### config.mk
export PLATFORM = sky130hd
export DESIGN_NAME = recording_readout_flat
export DESIGN_NICKNAME = d
export VERILOG_FILES = /design/src/rtl/recording_readout_if.sv /design/src/rtl/recording_readout.sv /design/src/flat_wrapper.sv
export SDC_FILE = /design/constraint.sdc
export NUM_CORES = 1
export LEC_CHECK = 0
export CAP_MARGIN = 20
export CORE_MARGIN = 2
export CORE_UTILIZATION = 60
export DETAILED_ROUTE_END_ITERATION = 8
export PLACE_DENSITY = 0.85
export SETUP_SLACK_MARGIN = 0.3
export SLEW_MARGIN = 20
export SYNTH_ARGS = -nofsm -noshare
export SYNTH_HDL_FRONTEND = slang
export SYNTH_SLANG_ARGS = --single-unit
### constraint.sdc
create_clock -name clk -period 10.6 [get_ports clk]
set_input_delay 3.18 -clock clk [delete_from_list [all_inputs] [get_ports clk]]
set_output_delay 3.18 -clock clk [all_outputs]
set_load 0.05 [all_outputs]
### src/rtl/recording_readout_if.sv
// Byte-stream output channel of the recording readout framer.
// Master drives a frame byte with valid/last; slave accepts with ready.
interface recording_readout_if;
  logic [7:0] m_data;
  logic       m_valid;
  logic       m_ready;
  logic       m_last;

  modport master (output m_data, output m_valid, output m_last, input m_ready);
  modport slave  (input m_data, input m_valid, input m_last, output m_ready);
endinterface

### src/rtl/recording_readout.sv
// Frames one captured recording (header, timestamp, length, samples, XOR checksum)
// from the channel FIFO onto a valid/ready byte stream.
//
//   state | meaning
//   IDLE  | waiting for echo_pulse_detected; ts/len latched on the pulse
//   HDR   | presenting sync byte HDR_BYTE
//   TS_H  | presenting timestamp high byte
//   TS_L  | presenting timestamp low byte
//   LEN_H | presenting sample length high byte
//   LEN_L | presenting sample length low byte
//   DATA  | streaming len samples through the 2-entry skid buffer
//   CSUM  | presenting XOR checksum with m_last
module recording_readout #(
  parameter int         DATA_W   = 8,
  parameter int         LEN_W    = 13,
  parameter logic [7:0] HDR_BYTE = 8'hA5
) (
  input  logic              clk,
  input  logic              reset,
  input  logic              echo_pulse_detected,
  input  logic [LEN_W-1:0]  sample_length,
  input  logic [LEN_W-1:0]  timestamp,
  input  logic              fifo_empty,
  input  logic [DATA_W-1:0] fifo_q,
  output logic              fifo_rdreq,
  output logic              busy,
  output logic              overrun,
  recording_readout_if.master m
);

  typedef enum logic [2:0] {
    IDLE, HDR, TS_H, TS_L, LEN_H, LEN_L, DATA, CSUM
  } state_t;

  state_t            state_q, state_d;
  logic [LEN_W-1:0]  ts_q, len_q;
  logic [LEN_W-1:0]  rd_left_q, xfer_left_q;
  logic [DATA_W-1:0] skid0_q, skid1_q;
  logic [1:0]        skid_cnt_q;
  logic              inflight_q;
  logic [7:0]        csum_q;
  logic              overrun_q;
  logic              pop;
  logic              xfer;
  logic [2:0]        occ;
  logic [15:0]       ts_ext, len_ext;

  assign ts_ext  = 16'(ts_q);
  assign len_ext = 16'(len_q);
  assign busy    = (state_q != IDLE);
  assign overrun = overrun_q;
  assign xfer    = m.m_valid && m.m_ready;

  always_comb begin
    state_d    = state_q;
    m.m_valid  = 1'b0;
    m.m_data   = '0;
    m.m_last   = 1'b0;
    fifo_rdreq = 1'b0;
    pop        = 1'b0;
    occ        = '0;
    case (state_q)
      IDLE: begin
        if (echo_pulse_detected) state_d = HDR;
      end
      HDR: begin
        m.m_valid = 1'b1;
        m.m_data  = HDR_BYTE;
        if (m.m_ready) state_d = TS_H;
      end
      TS_H: begin
        m.m_valid = 1'b1;
        m.m_data  = ts_ext[15:8];
        if (m.m_ready) state_d = TS_L;
      end
      TS_L: begin
        m.m_valid = 1'b1;
        m.m_data  = ts_ext[7:0];
        if (m.m_ready) state_d = LEN_H;
      end
      LEN_H: begin
        m.m_valid = 1'b1;
        m.m_data  = len_ext[15:8];
        if (m.m_ready) state_d = LEN_L;
      end
      LEN_L: begin
        m.m_valid = 1'b1;
        m.m_data  = len_ext[7:0];
        if (m.m_ready) state_d = (len_q != '0) ? DATA : CSUM;
      end
      DATA: begin
        m.m_valid = (skid_cnt_q != 2'd0);
        m.m_data  = 8'(skid0_q);
        pop       = m.m_valid && m.m_ready;
        // Occupancy net of this cycle's pop keeps the pipe full at one byte per cycle.
        occ        = 3'(skid_cnt_q) + 3'(inflight_q) - 3'(pop);
        fifo_rdreq = !fifo_empty && (rd_left_q != '0) && (occ < 3'd2);
        if (pop && (xfer_left_q == LEN_W'(1))) state_d = CSUM;
      end
      CSUM: begin
        m.m_valid = 1'b1;
        m.m_last  = 1'b1;
        m.m_data  = csum_q;
        if (m.m_ready) state_d = IDLE;
      end
      default: state_d = IDLE;
    endcase
  end

  always_ff @(posedge clk) begin
    if (reset) begin
      state_q     <= IDLE;
      ts_q        <= '0;
      len_q       <= '0;
      rd_left_q   <= '0;
      xfer_left_q <= '0;
      skid0_q     <= '0;
      skid1_q     <= '0;
      skid_cnt_q  <= 2'd0;
      inflight_q  <= 1'b0;
      csum_q      <= 8'd0;
      overrun_q   <= 1'b0;
    end else begin
      state_q    <= state_d;
      inflight_q <= fifo_rdreq;
      if (state_q == IDLE && echo_pulse_detected) begin
        ts_q        <= timestamp;
        len_q       <= sample_length;
        rd_left_q   <= sample_length;
        xfer_left_q <= sample_length;
        csum_q      <= 8'd0;
      end
      if (busy && echo_pulse_detected) overrun_q <= 1'b1;
      if (xfer && state_q != CSUM) csum_q <= csum_q ^ m.m_data;
      if (fifo_rdreq) rd_left_q <= rd_left_q - LEN_W'(1);
      if (pop) xfer_left_q <= xfer_left_q - LEN_W'(1);
      // Push from the read issued last cycle; pop toward the head.
      case ({inflight_q, pop})
        2'b10: begin
          if (skid_cnt_q == 2'd0) skid0_q <= fifo_q;
          else skid1_q <= fifo_q;
          skid_cnt_q <= skid_cnt_q + 2'd1;
        end
        2'b01: begin
          skid0_q    <= skid1_q;
          skid_cnt_q <= skid_cnt_q - 2'd1;
        end
        2'b11: begin
          if (skid_cnt_q == 2'd2) begin
            skid0_q <= skid1_q;
            skid1_q <= fifo_q;
          end else begin
            skid0_q <= fifo_q;
          end
        end
        default: ;
      endcase
    end
  end

endmodule

### src/flat_wrapper.sv
// flat-port wrapper written by rule: the top's interface ports become plain ports
module recording_readout_flat 
#(
  parameter int         DATA_W   = 8,
  parameter int         LEN_W    = 13,
  parameter logic [7:0] HDR_BYTE = 8'hA5
)
  (clk, reset, echo_pulse_detected, sample_length, timestamp, fifo_empty, fifo_q, fifo_rdreq, busy, overrun, m_m_data, m_m_valid, m_m_last, m_m_ready);
  recording_readout_if m_i ();
  input  logic clk;
  input  logic reset;
  input  logic echo_pulse_detected;
  input  logic [LEN_W-1:0] sample_length;
  input  logic [LEN_W-1:0] timestamp;
  input  logic fifo_empty;
  input  logic [DATA_W-1:0] fifo_q;
  output logic fifo_rdreq;
  output logic busy;
  output logic overrun;
  output wire logic [$bits(m_i.m_data)-1:0] m_m_data;
  output wire logic [$bits(m_i.m_valid)-1:0] m_m_valid;
  output wire logic [$bits(m_i.m_last)-1:0] m_m_last;
  input wire logic [$bits(m_i.m_ready)-1:0] m_m_ready;
  assign m_m_data = m_i.m_data;
  assign m_m_valid = m_i.m_valid;
  assign m_m_last = m_i.m_last;
  assign m_i.m_ready = m_m_ready;
  recording_readout #(.DATA_W(DATA_W), .LEN_W(LEN_W), .HDR_BYTE(HDR_BYTE)) u_core (.clk(clk), .reset(reset), .echo_pulse_detected(echo_pulse_detected), .sample_length(sample_length), .timestamp(timestamp), .fifo_empty(fifo_empty), .fifo_q(fifo_q), .fifo_rdreq(fifo_rdreq), .busy(busy), .overrun(overrun), .m(m_i));
endmodule
==> flow_summary.toml, run 1 <==
[placement]
place.detailed.instances = 623
place_congestion = 0.861
dpl_worst_slack_ps = 791
place_hpwl_mm = 7.36
buffer_ports.inserted = 51

[global_route]
gr-max-usage-layer = "met2"
grt_use_met2_pct = 47.0
via_count_of_the_first_global_routing_pass = 3734
grtUsageTotal_pct = 29.8
maximum_number_of_pins_on_one_net_before_global_route_repair = 86
initial_antenna_violation_count = 0
grt.met3_usage_pct = 5.00
grt_util_met1_pct = 40.3
grt_pass1_wl_mm = 18.0
grt_remaining_overflow = 0

[logic_synthesis]
yosys_register_bits = 83
synth_top_area_share_pct = 39.5
synth_fp_nets = 554
netlist_instances = 502
netlist-cell-type-count = 70
yosys_warning_total = 0
yosysSeqAreaShare_pct = 39.5
synth.avg_cell_area_um2 = 8.39
syn_area_um2 = 4210
synth.top_cells.by_area = "sky130_fd_sc_hd__dfxtp_1 (39%), sky130_fd_sc_hd__nand2_1 (6.3%), sky130_fd_sc_hd__a21oi_1 (6.3%), sky130_fd_sc_hd__nor2_1 (4.2%), sky130_fd_sc_hd__a31oi_1 (3.6%)"
postSynth.topFlopCell = "sky130_fd_sc_hd__dfxtp_1"
asr_flop_ratio_synth_pct = 0
synth_top_area_cell = "sky130_fd_sc_hd__dfxtp_1"
number_of_synthesized_flops_with_an_enable_pin = 0

[route]
route.detailed.wl_per_inst_um = 17.3
drc_errors = 0
detail_route.iter0.violations = 407
postRouteAntennaNets = 0
viasPerCell = 6.32
routed_wl_mm = 11.0
dr_total_vias = 4041
firstDrtPassIters = 5

[worst_setup_path]
family_with_the_most_delay_on_the_worst_path = "buffers and inverters"
arrival_ps = 6640
r2r-start = "u_core.state_q[0]"
crit_path_cells = "clkdlybuf4s50_1 -> o21a_1 -> ha_1 -> nand2b_1 -> fa_1 -> xor2_1 -> nor4b_4 -> o21ai_4 -> inv_2 -> clkdlybuf4s50_1"
cp-end-kind = "output port"
cp_slowest_cell = "sky130_fd_sc_hd__clkdlybuf4s50_1"
reg2reg_to = "u_core.skid0_q[5]"
critical_path_buf_inv_count = 3
cp_data_required_time_ps = 7420
worst_setup_path_start_kind = "input pin"
crit_path_max_incr_delay_ps = 810
critPathMostFrequentCell = "sky130_fd_sc_hd__clkdlybuf4s50_1"
critPathKind = "in2out"
cp_max_fo = 14
reg2reg_setup_slack_ps = 7000
worstRegToRegCells = 10

[timing]
timing.max_slew.rel_slack_pct = 38.4
timing.setup.tns_ps = 0
finalHoldViolations = 0
finalWorstSetupSlack_ps = 781
worstMarginPinSlew_ps = 921
share_of_the_clock_period_used_by_the_worst_path_pct = 92.6
worst_clock_skew_ps = 10.9
setup-violations-final = 0
final_period_minus_worst_setup_slack_ps = 9820
unrepaired_setup_endpoints_after_global_routing = "no"
max_clock_freq_mhz = 102
timing.final.max_slew_violations = 0

[hold_path]
worstHoldPathCells = 2
holdPathEnd = "u_core.ts_q[11]"
worstHoldStart = "u_core.ts_q[11]"
class_of_the_tightest_hold_or_removal_check = "reg2reg"

[floorplan]
placement_rows = 30
chipHeight_um = 87.8
initial_utilization_pct = 62.0
io_pins = 52
die_width_um = 87.8
dieArea_um2 = 7710
placeableCoreArea_um2 = 6790

[flow_run]
max_cap_violations = 0

[power_and_ir_drop]
irDropWorstVdd_mv = 0.119
powerDensity_nw_per_um2 = 234
power.static_leakage_nw = 1.78

[final_layout]
fin_nets = 590
stdcell_count = 639
fill_cells = 536
proportion_of_layout_cells_with_a_drive_suffix_above_1_pct = 7.92
area_growth_syn_to_layout_pct = 19.0
utilization_pct = 73.7
antenna_cells_inserted = 0

[clocking]
cts.htree.levels = 3
path_clk_slew_ps = 80
clock_sink_count = 83
clkLatencyLatePin_ps = 350
cts_resized = 0
ctsLongestPathBuffers = 2
clockRootBuffer = "sky130_fd_sc_hd__clkbuf_8"
tritoncts.num_buffers = 9
clock_tree_from_tritoncts = "built"
post_cts_buffers = 0
cts_hold_buffers = 0

[status]
run_status = "finished, final reports clean"
-- stage by stage --
step	power, mW	hold WS [ps]	instance area [um2]
floorplan	0.734	431	4210
global placement	0.848	443	4730
detailed placement	0.861	445	4730
CTS	1.17	460	5010
global route	1.24	484	5010
finish	1.17	458	5010
-- synthesized netlist by cell type (all sizes together), types with 3 or more instances --
cell / count
or2: 3
ha: 12
clkbuf: 20
a22oi: 17
or4: 7
nand2b: 5
nand3: 9
nand2: 71
nor3: 5
a21boi: 3
a221oi: 3
a31oi: 24
nor2: 47
o21a: 5
a222oi: 3
mux2i: 9
nor2b: 4
buf: 9
a21oi: 53
a211oi: 16
o211ai: 7
or3: 8
o21ai: 12
nor4: 5
inv: 17
dfxtp: 83
mux2: 6
-- worst reg2reg max path, stage by stage (launching register included) --
cell and delay, ps:
sky130_fd_sc_hd__dfxtp_1 440, sky130_fd_sc_hd__inv_1 120, sky130_fd_sc_hd__ha_1 460, sky130_fd_sc_hd__and2_1 340, sky130_fd_sc_hd__nand2_1 320, sky130_fd_sc_hd__inv_2 170
sky130_fd_sc_hd__ha_1 280, sky130_fd_sc_hd__and3_1 220, sky130_fd_sc_hd__a21oi_1 530, sky130_fd_sc_hd__a22oi_1 210, sky130_fd_sc_hd__a211oi_1 390
-- sequential cells by signal, summed over array words and instances (netlist names) --
| signal | cells |
|---|---|
| u_core.rd_left_q | 13 |
| u_core.csum_q | 8 |
| u_core.len_q | 13 |
| u_core.overrun | 1 |
| u_core.state_q | 3 |
| u_core.skid1_q | 8 |
| u_core.ts_q | 13 |
| u_core.skid_cnt_q | 2 |
| u_core.inflight_q | 1 |
| u_core.skid0_q | 8 |
| u_core.xfer_left_q | 13 |
-- power by group --
| part | switching [mW] | internal, mW | total (mW) |
|---|---|---|---|
| Clock | 0.112 | 0.193 | 0.305 |
| Combinational | 0.295 | 0.165 | 0.461 |
| Sequential | 0.0474 | 0.359 | 0.406 |
| Total | 0.455 | 0.718 | 1.17 |
-- layout make-up --
cell class                      instances  area [um2]  share of cell area [%]
Clock buffer                           12         155                    3.10
Clock inverter                          4         120                    2.40
Inverter                               17        63.8                    1.27
Multi-Input combinational cell        373        2360                    47.1
Sequential cell                        83        1660                    33.2
Tap cell                               96         120                    2.40
Timing Repair Buffer                   54         528                    10.5
-- how the worst max path moves through the flow --
stage	startpoint	to	cells past startpoint
5_1_grt	m_m_ready	fifo_rdreq	10
6_report	m_m_ready	fifo_rdreq	10
3_3_place_gp	m_m_ready	fifo_rdreq	10
2_1_floorplan	m_m_ready	fifo_rdreq	8
4_1_cts	m_m_ready	fifo_rdreq	10
3_5_place_dp	m_m_ready	fifo_rdreq	10
-- logic make-up after synthesis --
group	after synthesis	synth area share, %
compound gates	164	26.9
xor+xnor	3	0.624
fa+ha+maj	13	4.04
buf+inv	46	4.49
flops	83	39.5
mux	15	3.74
simple gates	178	20.8
-- per-layer routing --
metal | wire [um] | vias to the layer above
li1 | - | 1910
met1 | 4690 | 1900
met2 | 5270 | 204
met3 | 818 | 27
met4 | 251 | 0
met5 | 0 | -
-- layout by cell type (no fill, tap or decap), types with 3 or more instances in the layout --
cell type                         instances
sky130_fd_sc_hd__a31oi_1                 24
sky130_fd_sc_hd__o21ai_0                 10
sky130_fd_sc_hd__bufinv_16                4
sky130_fd_sc_hd__nand3_1                  9
sky130_fd_sc_hd__a21oi_1                 53
sky130_fd_sc_hd__mux2i_1                  9
sky130_fd_sc_hd__nand2b_1                 5
sky130_fd_sc_hd__clkbuf_8                11
sky130_fd_sc_hd__nor2b_1                  4
sky130_fd_sc_hd__inv_1                   15
sky130_fd_sc_hd__or4_1                    5
sky130_fd_sc_hd__a22oi_1                 17
sky130_fd_sc_hd__nor4_1                   4
sky130_fd_sc_hd__ha_1                    12
sky130_fd_sc_hd__a21boi_0                 3
sky130_fd_sc_hd__mux2_2                   6
sky130_fd_sc_hd__clkdlybuf4s50_1         50
sky130_fd_sc_hd__nor3_1                   3
sky130_fd_sc_hd__o211ai_1                 5
sky130_fd_sc_hd__or3_1                    7
sky130_fd_sc_hd__a211oi_1                15
sky130_fd_sc_hd__dfxtp_1                 83
sky130_fd_sc_hd__buf_4                    3
sky130_fd_sc_hd__nand2_1                 71
sky130_fd_sc_hd__a221oi_1                 3
sky130_fd_sc_hd__o21a_1                   5
sky130_fd_sc_hd__a222oi_1                 3
sky130_fd_sc_hd__nor2_1                  47
(Power assumes the default switching activity.)
==> run 2, diff against run 1 <==
--- a/config.mk
+++ b/config.mk
@@ -9,7 +9,7 @@
 export CORE_MARGIN = 2
 export CORE_UTILIZATION = 60
 export DETAILED_ROUTE_END_ITERATION = 8
-export PLACE_DENSITY = 0.85
+export PLACE_DENSITY = 0.95
 export SETUP_SLACK_MARGIN = 0.3
 export SLEW_MARGIN = 20
 export SYNTH_ARGS = -nofsm -noshare
==> run 2 against run 1 <==
Clock skew shrank 4.3 ps. Hold slack improved by 6.4 ps. Register-to-register slack gained 40 ps. Combinational power about the same. Via count rose by 1.6%. Non-clock buffer count unchanged. Global-route usage fell by 0.24 points. Clock power is 24% lower. Sequential power hardly changed.
==> flow_summary.toml, run 2 (synthesis results as in run 1) <==
[timing]
timing.max_slew.rel_slack_pct = 35.3
unrepaired_setup_endpoints_after_global_routing = "no"
max_clock_freq_mhz = 102
hold_ws_ps = 464
worst_clock_skew_ps = 6.67
worstMarginPinSlew_ps = 967
share_of_the_clock_period_used_by_the_worst_path_pct = 92.6
finalHoldViolations = 0
timing.setup.tns_ps = 0
finalWorstSetupSlack_ps = 783
final_period_minus_worst_setup_slack_ps = 9820
timing.final.max_slew_violations = 0
setup-violations-final = 0

[route]
dr_total_vias = 4104
route.detailed.wl_per_inst_um = 17.6
routed_wl_mm = 11.2
drc_errors = 0
detail_route.iter0.violations = 486
firstDrtPassIters = 6
postRouteAntennaNets = 0
viasPerCell = 6.42

[floorplan]
chipHeight_um = 87.8
die_width_um = 87.8
dieArea_um2 = 7710
initial_utilization_pct = 62.0
io_pins = 52
placement_rows = 30
placeableCoreArea_um2 = 6790

[hold_path]
class_of_the_tightest_hold_or_removal_check = "reg2reg"

[final_layout]
antenna_cells_inserted = 0
area_growth_syn_to_layout_pct = 17.2
fill_cells = 499
proportion_of_layout_cells_with_a_drive_suffix_above_1_pct = 8.10
utilization_pct = 72.7
layout_commonest_cell = "sky130_fd_sc_hd__dfxtp_1"
mostFrequentLayoutCells = "sky130_fd_sc_hd__dfxtp_1 (83), sky130_fd_sc_hd__nand2_1 (71), sky130_fd_sc_hd__a21oi_1 (53)"
fin_nets = 590

[clocking]
path_clk_slew_ps = 80
ctsLongestPathBuffers = 2
clockRootBuffer = "sky130_fd_sc_hd__clkbuf_8"
cts.htree.levels = 3
cts_resized = 0
clkLatencyLatePin_ps = 350
clock_sink_count = 83
tritoncts.num_buffers = 9
clock_tree_from_tritoncts = "built"
cts_hold_buffers = 0
post_cts_buffers = 0

[power_and_ir_drop]
powerDensity_nw_per_um2 = 223
irDropWorstVdd_mv = 0.120
power.static_leakage_nw = 1.75
power.total_mw = 1.10

[worst_setup_path]
cp-end-kind = "output port"
worst_setup_path_start_kind = "input pin"
arrival_ps = 6640
critPathKind = "in2out"
cp_max_fo = 14
cp_data_required_time_ps = 7420

[global_route]
grtUsageTotal_pct = 29.6
initial_antenna_violation_count = 0
via_count_of_the_first_global_routing_pass = 3774
grt_remaining_overflow = 0
maximum_number_of_pins_on_one_net_before_global_route_repair = 86
grt_pass1_wl_mm = 18.0

[placement]
place_congestion = 0.939
dpl_worst_slack_ps = 850
buffer_ports.inserted = 51
place_hpwl_mm = 7.62

[flow_run]
max_cap_violations = 0

[status]
run_status = "finished, final reports clean"
[run 2: worst max-delay path, stage by stage]
cell and delay (ps):
sky130_fd_sc_hd__clkdlybuf4s50_1 550, sky130_fd_sc_hd__o21a_1 190, sky130_fd_sc_hd__ha_1 250, sky130_fd_sc_hd__nand2b_1 160, sky130_fd_sc_hd__fa_1 380, sky130_fd_sc_hd__xor2_1 180, sky130_fd_sc_hd__nor4b_4 530, sky130_fd_sc_hd__o21ai_4 240
sky130_fd_sc_hd__inv_2 150, sky130_fd_sc_hd__clkdlybuf4s50_1 820
[run 2: final timing paths]
path / from / endpoint / slack, ps / cells past startpoint
max: m_m_ready / fifo_rdreq / 780 / 10
min: u_core.ts_q[1] / u_core.ts_q[1] / 460 / 2
max reg2reg: u_core.state_q[0] / u_core.skid0_q[6] / 7040 / 10
min reg2reg: u_core.ts_q[1] / u_core.ts_q[1] / 460 / 2
[run 2: layout make-up]
| cell class | count | area, um2 | area share [%] |
|---|---|---|---|
| Sequential cell | 83 | 1660 | 33.7 |
| Clock buffer | 10 | 138 | 2.79 |
| Multi-Input combinational cell | 373 | 2360 | 47.8 |
| Tap cell | 96 | 120 | 2.43 |
| Timing Repair Buffer | 54 | 528 | 10.7 |
| Inverter | 17 | 63.8 | 1.29 |
| Clock inverter | 6 | 65.1 | 1.32 |
[run 2: routing by layer]
metal | GRT usage (%) | up-vias | wire length (um)
li1 | - | 1905 | -
met2 | 49.6 | 232 | 5460
met1 | 38.2 | 1935 | 4600
met5 | 0 | - | 0
met3 | 4.62 | 32 | 888
met4 | 12.0 | 0 | 285
[run 2: stage by stage]
stage	area (um2)	instances
2_1_floorplan	4210	502
3_3_place_gp	4730	623
3_5_place_dp	4730	623
4_1_cts	4940	639
5_1_grt	4940	639
6_report	4940	639
[run 2: power breakdown]
group | switching, mW | internal, mW | total, mW
Sequential | 0.0482 | 0.359 | 0.407
Clock | 0.116 | 0.115 | 0.232
Combinational | 0.297 | 0.166 | 0.463
Total | 0.462 | 0.640 | 1.10
==> run 3, diff against run 2 <==
--- a/config.mk
+++ b/config.mk
@@ -6,9 +6,9 @@
 export NUM_CORES = 1
 export LEC_CHECK = 0
 export CAP_MARGIN = 20
-export CORE_MARGIN = 2
 export CORE_UTILIZATION = 60
 export DETAILED_ROUTE_END_ITERATION = 8
+export GPL_TIMING_DRIVEN = 1
 export PLACE_DENSITY = 0.95
 export SETUP_SLACK_MARGIN = 0.3
 export SLEW_MARGIN = 20
==> run 3 against run 2 <==
Non-clock buffer count unchanged. Maximum frequency fell by 0.92%. Worst setup slack worse by 91 ps. Critical path type unchanged. Largest power group unchanged.
==> flow_summary.toml, run 3 (synthesis results as in run 1) <==
[timing]
timing.final.max_slew_violations = 0
share_of_the_clock_period_used_by_the_worst_path_pct = 93.5
hold_ws_ps = 461
unrepaired_setup_endpoints_after_global_routing = "no"
timing.setup.tns_ps = 0
setup-violations-final = 0
max_clock_freq_mhz = 101
timing.max_slew.rel_slack_pct = 30.6
final_period_minus_worst_setup_slack_ps = 9910
worstMarginPinSlew_ps = 1040
worst_clock_skew_ps = 14.1
finalHoldViolations = 0

[final_layout]
layout_commonest_cell = "sky130_fd_sc_hd__dfxtp_1"
proportion_of_layout_cells_with_a_drive_suffix_above_1_pct = 7.58
area_growth_syn_to_layout_pct = 17.5
utilization_pct = 72.9
fin_nets = 590
postLayoutCellArea_um2 = 4950
antenna_cells_inserted = 0
fill_cells = 481
mostFrequentLayoutCells = "sky130_fd_sc_hd__dfxtp_1 (83), sky130_fd_sc_hd__nand2_1 (71), sky130_fd_sc_hd__a21oi_1 (53)"
stdcell_count = 637

[worst_setup_path]
critPathKind = "in2out"
cp_max_fo = 14
cp-end-kind = "output port"
worstRegToRegCells = 10
cp_data_required_time_ps = 7420
arrival_ps = 6730
worst_setup_path_start_kind = "input pin"

[route]
detail_route.iter0.violations = 430
postRouteAntennaNets = 0
routed_wl_mm = 11.0
dr_total_vias = 4065
viasPerCell = 6.38
firstDrtPassIters = 5
route.detailed.wl_per_inst_um = 17.2
drc_errors = 0

[placement]
place.detailed.instances = 623
dpl_cell_area_um2 = 4730
buffer_ports.inserted = 51
place_hpwl_mm = 7.48
place_congestion = 0.911

[clocking]
post_cts_buffers = 0
tritoncts.num_buffers = 9
ctsLongestPathBuffers = 2
clkLatencyLatePin_ps = 360
cts_resized = 0
clock_sink_count = 83
cts.htree.levels = 3
clock_tree_from_tritoncts = "built"
clockRootBuffer = "sky130_fd_sc_hd__clkbuf_8"
cts_hold_buffers = 0
path_clk_slew_ps = 70

[floorplan]
placeableCoreArea_um2 = 6790
chipHeight_um = 85.8
initial_utilization_pct = 62.0
dieArea_um2 = 7360
io_pins = 52
placement_rows = 30
die_width_um = 85.8

[global_route]
grtUsageTotal_pct = 31.2
maximum_number_of_pins_on_one_net_before_global_route_repair = 86
grt_pass1_wl_mm = 17.9
grt_remaining_overflow = 0
via_count_of_the_first_global_routing_pass = 3746
initial_antenna_violation_count = 0

[power_and_ir_drop]
power.clock.fraction_pct = 22.3
share_seq_of_total_power_pct = 36.4
power.static_leakage_nw = 1.75
switching_share_pct = 40.2
p_switching_mw = 0.450
power_report.internal_total_mw = 0.668
power.share.combinational_pct = 41.3
powerDensity_nw_per_um2 = 226
irDropWorstVdd_mv = 0.145

[status]
run_status = "finished, final reports clean"

[hold_path]
class_of_the_tightest_hold_or_removal_check = "reg2reg"
worstHoldPathCells = 2

[flow_run]
max_cap_violations = 0
-- run 3: cell types whose count changed in the layout (fill, tap and decap cells not counted), sizes merged --
cell and change:
clkinv -4, clkinvlp -1, clkbuf +2, bufinv +1
-- run 3: path summary, 6_finish.rpt --
check / start / to / slack (ps)
worst max-delay path: m_m_ready / fifo_rdreq / 690
worst min-delay path: u_core.ts_q[6] / u_core.ts_q[6] / 460
worst max register to register: u_core.state_q[0] / u_core.skid0_q[0] / 7010
worst min register to register: u_core.ts_q[6] / u_core.ts_q[6] / 460
-- run 3: worst max-delay path: stages --
cell and delay, ps:
sky130_fd_sc_hd__clkdlybuf4s50_1 570, sky130_fd_sc_hd__o21a_1 200, sky130_fd_sc_hd__ha_1 240, sky130_fd_sc_hd__nand2b_1 160
sky130_fd_sc_hd__fa_1 390, sky130_fd_sc_hd__xor2_1 180, sky130_fd_sc_hd__nor4b_4 590, sky130_fd_sc_hd__o21ai_4 260
sky130_fd_sc_hd__inv_2 150, sky130_fd_sc_hd__clkdlybuf4s50_1 810
-- run 3: per-stage QoR --
step	power, mW	setup slack, ps
floorplan	0.734	2410
global placement	0.844	910
detailed placement	0.859	780
CTS	1.11	747
global route	1.17	535
finish	1.12	692
-- run 3: per-layer routing --
layer	part of all wire (%)	global-route usage [%]
met5	0	0
met3	7.9	8.08
met1	41	39.0
met4	2.8	13.2
met2	48	51.1
-- run 3: cell type report --
type | instances | area [um2] | share of cell area [%]
well taps | 96 | 120 | 2.43
multi-input cells | 373 | 2360 | 47.7
repair buffers | 54 | 528 | 10.7
clock inverters | 2 | 60.1 | 1.21
inverters | 17 | 63.8 | 1.29
flip-flops and latches | 83 | 1660 | 33.6
clock buffers | 12 | 155 | 3.13
-- run 3: power by group through the flow --
stage / sequential (mW) / combinational, mW / clock, mW
global route: 0.413 / 0.497 / 0.265
CTS: 0.404 / 0.455 / 0.250
detailed placement: 0.411 / 0.448 / 0
global placement: 0.407 / 0.437 / 0
floorplan: 0.400 / 0.334 / 0
finish: 0.407 / 0.461 / 0.250
